$ cat src/rtl/seq_lock_ctrl.sv
// Sequencing controller for a 4-bit serial sequence detector forming a combination lock:
// serializes code attempts MSB-first, checks the detector match, tracks failures and lockout.
module seq_lock_ctrl #(
  parameter int unsigned MAX_FAIL    = 3,
  parameter int unsigned LOCKOUT_CYC = 1000,
  parameter logic [3:0]  CODE_RST    = 4'b0000,
  parameter int unsigned FCW         = $clog2(MAX_FAIL + 1)
) (
  input  logic           clk,
  input  logic           reset_n,
  input  logic [3:0]     in_code,
  input  logic           in_valid,
  input  logic           prog,
  output logic           in_ready,
  output logic           det_a,
  output logic [3:0]     det_seq,
  input  logic           det_valid,
  output logic           unlocked,
  output logic           fail_pulse,
  output logic           locked_out,
  output logic [FCW-1:0] fail_cnt
);

  localparam int unsigned    TW         = (LOCKOUT_CYC > 1) ? $clog2(LOCKOUT_CYC) : 1;
  localparam logic [TW-1:0]  TIMER_LOAD = TW'(LOCKOUT_CYC - 1);
  localparam logic [FCW-1:0] FAIL_LIMIT = FCW'(MAX_FAIL);

  typedef enum logic [2:0] {
    IDLE    = 3'd0,
    SHIFT   = 3'd1,
    CHECK   = 3'd2,
    OPEN    = 3'd3,
    LOCKOUT = 3'd4
  } state_t;

  state_t         state;
  logic [1:0]     bit_cnt;
  logic [TW-1:0]  timer;
  logic [3:0]     attempt;
  logic [FCW-1:0] fail_cnt_inc;
  logic           take;

  assign in_ready     = (state == IDLE) || (state == OPEN);
  assign take         = in_valid && in_ready;
  assign fail_cnt_inc = fail_cnt + 1'b1;

  // The attempt is pure data: it is only consumed in SHIFT, which always follows a fresh load.
  always_ff @(posedge clk) begin
    if (state == IDLE && take)
      attempt <= in_code;
  end

  always_ff @(posedge clk or negedge reset_n) begin
    if (!reset_n) begin
      state      <= IDLE;
      bit_cnt    <= 2'd0;
      timer      <= '0;
      det_a      <= 1'b0;
      det_seq    <= CODE_RST;
      unlocked   <= 1'b0;
      fail_pulse <= 1'b0;
      locked_out <= 1'b0;
      fail_cnt   <= '0;
    end else begin
      fail_pulse <= 1'b0;
      case (state)
        IDLE: begin
          // prog is deliberately ignored here: a locked controller never reprograms.
          if (take) begin
            bit_cnt <= 2'd0;
            det_a   <= in_code[3];
            state   <= SHIFT;
          end
        end
        SHIFT: begin
          if (bit_cnt == 2'd3) begin
            bit_cnt <= 2'd0;
            det_a   <= 1'b0;
            state   <= CHECK;
          end else begin
            bit_cnt <= bit_cnt + 2'd1;
            det_a   <= attempt[2'd2 - bit_cnt];
          end
        end
        CHECK: begin
          // The detector now holds exactly the four attempt bits, so det_valid is meaningful.
          if (det_valid) begin
            unlocked <= 1'b1;
            fail_cnt <= '0;
            state    <= OPEN;
          end else begin
            fail_pulse <= 1'b1;
            fail_cnt   <= fail_cnt_inc;
            if (fail_cnt_inc == FAIL_LIMIT) begin
              locked_out <= 1'b1;
              timer      <= TIMER_LOAD;
              state      <= LOCKOUT;
            end else begin
              state <= IDLE;
            end
          end
        end
        OPEN: begin
          if (take) begin
            if (prog) begin
              det_seq <= in_code;
            end else begin
              unlocked <= 1'b0;
              state    <= IDLE;
            end
          end
        end
        LOCKOUT: begin
          if (timer == '0) begin
            locked_out <= 1'b0;
            fail_cnt   <= '0;
            state      <= IDLE;
          end else begin
            timer <= timer - 1'b1;
          end
        end
        default: state <= IDLE;
      endcase
    end
  end

endmodule
$ cat config.mk
export PLATFORM = sky130hd
export DESIGN_NAME = seq_lock_ctrl
export DESIGN_NICKNAME = d
export VERILOG_FILES = /design/src/rtl/seq_lock_ctrl.sv
export SDC_FILE = /design/constraint.sdc
export NUM_CORES = 1
export LEC_CHECK = 0
export CAP_MARGIN = 25
export CORE_ASPECT_RATIO = 0.75
export CORE_MARGIN = 1.5
export CORE_UTILIZATION = 45
export DETAILED_ROUTE_END_ITERATION = 7
export PLACE_DENSITY = 0.77
export REMOVE_ABC_BUFFERS = 1
export SYNTH_ARGS = -nofsm -noshare
export SYNTH_HDL_FRONTEND = slang
export SYNTH_SLANG_ARGS = --single-unit
$ cat constraint.sdc
create_clock -name clk -period 2.18 [get_ports clk]
set_input_delay 0.436 -clock clk [delete_from_list [all_inputs] [get_ports clk]]
set_output_delay 0.436 -clock clk [all_outputs]
set_load 0.01 [all_outputs]
==> impl_metrics.csv <==
group,metric,value,unit
run_status,status,"completed",
floorplan,die_y,51.5,um
logic_synthesis,yosysWarnings,0,
detailed_routing,drtAntennaViolNets,0,
flow_run,drv_cap,0,
logic_synthesis,synthMuxAreaShare,7.63,%
logic_synthesis,ys_types,38,
pwr,p_per_area,1200,mW/mm2
floorplan,dieArea,0.00348,mm2
logic_synthesis,synthDominantCellAreaShare,44.4,%
placed_design,dpl_cell_area,0.00163,mm2
pwr,leakage,0.000690,uW
setup_path,reg2reg_depth,6,
timing,post-route-period-util,87.9,%
global_routing,grt.overflow.total,0,
global_routing,grt_pass1_wl,4.75,mm
layout,final_cells,193,
cts,clkTransAtPathRegs,0.06,ns
logic_synthesis,synth_common_cells,"25 x dfrtp_1, 13 x nand2_1, 13 x nor2_1",
setup_path,worst_path_dominant_cell_family,"flip-flops",
detailed_routing,via_count,1083,
cts,cts_root_buf,"clkbuf_8",
placed_design,gp_congestion,0.761,
hold_path,min-delay-start,"bit_cnt[1]$_DFFE_PN0P_",
floorplan,pin_count,20,
detailed_routing,wl_per_cell,14.3,um
layout,synthToLayoutAreaGrowth,21.7,%
setup_path,slowest_delay,0.46,ns
layout,fin_area,0.00172,mm2
global_routing,grt_usage,18.7,%
global_routing,grt_max_degree,26,
timing,rsz0062_at_grt,"false",
detailed_routing,totalWireLength,2.77,mm
layout,drive_gt1_share,12.3,%
logic_synthesis,synth_xor_area_share,0.621,%
detailed_routing,viasPerCell,5.61,
cts,numCtsBuffers,5,
floorplan,num_rows,17,
logic_synthesis,yosysSeqAreaShare,52.9,%
setup_path,path_buf_inv,1,
timing,hold_violations,0,
setup_path,critPathMaxFanout,9,
setup_path,arrival,1.48,ns
cts,htreeDepth,2,
cts,cts_buffer_depth,2,
layout,nets,166,
detailed_routing,route.detailed.drc,0,
timing,max_freq,0.522,GHz
logic_synthesis,netlist_top_cells_area,"dfrtp_1 44%, edfxtp_1 8.5%, nand2_1 3.5%",
setup_path,crit_chain,"or2_2 > a21oi_1 > dlygate4sd2_1",
detailed_routing,first_iter_violations,55,
floorplan,core,0.00296,mm2
global_routing,antenna_found_initial,0,
timing,min_period,1.92,ns
logic_synthesis,synth_compound_area_share,11.4,%
timing,fin_tns_setup,0,ns
pwr,ir_drop,0.000664,V
global_routing,grt_pass1_vias,1057,
setup_path,timing.rr.start,"timer[0]$_DFFE_PN0P_",
logic_synthesis,synth_edf_count,4,
setup_path,cp-start-kind,"register",
timing,worst_pin_slew,0.644,ns
hold_path,hold_class,"reg -> reg",
setup_path,cp-end-kind,"primary output",
cts,cts_tree,"yes",
setup_path,criticalPathCategory,"reg -> out",
logic_synthesis,synth_area_leader_cell,"dfrtp_1",
logic_synthesis,synth.avg_cell_area,10.9,um2
floorplan,die_w,67.6,um
placed_design,dp_cells,185,
logic_synthesis,synth_fa_ha_area_share,2.66,%
floorplan,initial_utilization,47.7,%
logic_synthesis,synth_top_family_by_area,"simple AND/OR/NAND/NOR gates",
logic_synthesis,synth_top_flop_cell,"dfrtp_1",
timing,skew,0.00577,ns
hold_path,whs_path_depth,1,
cts,clk_latency,0.28,ns
setup_path,startpoint,"state[1]$_DFFE_PN0P_",
cts,cts.hold.buffers_added,0,
logic_synthesis,syn-cell-area,0.00141,mm2
logic_synthesis,ys_ff_latch,29,
placed_design,dp_hpwl,2.07,mm
placed_design,portBuffers,19,
cts,clock_sinks,29,
timing,finalSetupViolations,0,
setup_path,critical_path_cell_count,3,
logic_synthesis,yosysMostFrequentCell,"dfrtp_1",
logic_synthesis,synthArstFlopShare,86.2,%
setup_path,crit_required,1.74,ns
logic_synthesis,yosys.area_share.simple,20.9,%
logic_synthesis,syn_inst,129,
timing,slew_viol_final,0,
layout,n_antenna_cell,0,
timing,max_slew_margin,56.8,%
setup_path,crit_slowest_cell,"dfrtp_2",
detailed_routing,drt_first_pass_iters,4,
-- sequential cells by signal, summed over array words and instances (netlist names) --
name and cells:
bit_cnt 2, locked_out 1, fail_cnt 2, det_seq 4
timer 10, det_a 1, unlocked 1, attempt 4
state 3, fail_pulse 1
-- area by class of cell --
cell class	instances	area [um2]
multi-input combinational	90	608
sequential	29	747
clock inverter	2	10.0
inverter	7	26.3
clock buffer	6	72.6
fill	251	1240
tap	38	47.5
timing repair buffer	21	204
-- layout by cell type (no fill, tap or decap), types with 4 or more instances in the layout --
cell	n
clkbuf_8	5
dfrtp_1	24
inv_1	7
nor2_1	13
edfxtp_1	4
mux2_2	4
a21oi_1	7
nand2_1	13
mux2i_1	4
clkdlybuf4s50_1	18
o21ai_0	6
-- metrics by stage --
step | setup slack [ns] | util, % | hold slack, ns | total power, uW
after floorplan | 0.596 | - | 0.140 | 1330
after global placement | 0.272 | 55.2 | 0.489 | 1620
after detailed placement | 0.270 | 55.2 | 0.496 | 1670
after CTS | 0.247 | 58.0 | 0.513 | 2090
after global routing | 0.209 | 58.0 | 0.524 | 2220
final | 0.264 | 58.0 | 0.512 | 2070
-- report_power, final --
part | switching (uW) | internal, uW | total [uW]
Sequential | 153 | 729 | 882
Clock | 199 | 220 | 419
Combinational | 351 | 415 | 765
-- cells by family after synthesis --
| logic type | after synthesis |
|---|---|
| mux | 9 |
| flops | 29 |
| simple gates | 52 |
| xor+xnor | 1 |
| buf+inv | 10 |
| fa+ha+maj | 3 |
| compound gates | 25 |
-- worst register-to-register path: cells and delay by family, from the launching register on --
| kind | cells | cell delay, ns |
|---|---|---|
| simple gates | 4 | 1.09 |
| flops | 1 | 0.42 |
| fa+ha+maj | 1 | 0.19 |
| buf+inv | 1 | 0.08 |
-- path summary, 6_finish.rpt --
kind                       slack [ns]                     end
min                              0.51  bit_cnt[1]$_DFFE_PN0P_
max                              0.26                in_ready
max reg2reg                      0.33    timer[8]$_DFFE_PN0P_
min in group asynchronous        0.52    timer[6]$_DFFE_PN0P_
max in group asynchronous        1.40    state[1]$_DFFE_PN0P_
min reg2reg                      0.51  bit_cnt[1]$_DFFE_PN0P_
-- metal layers --
metal,global-route usage [%],part of all wire (%),up-vias
met4,8.16,1.8,0
met3,4.63,4.7,7
met1,24.9,47,532
met2,28.9,46,30
met5,0,0,-
li1,-,-,514
-- what timing repair did --
action	4_1_cts	5_1_grt
setup endpoints to repair	1	0
buffers inserted	0	0
resized for setup	2	0
Note: power is estimated with default switching activity, not from simulation.
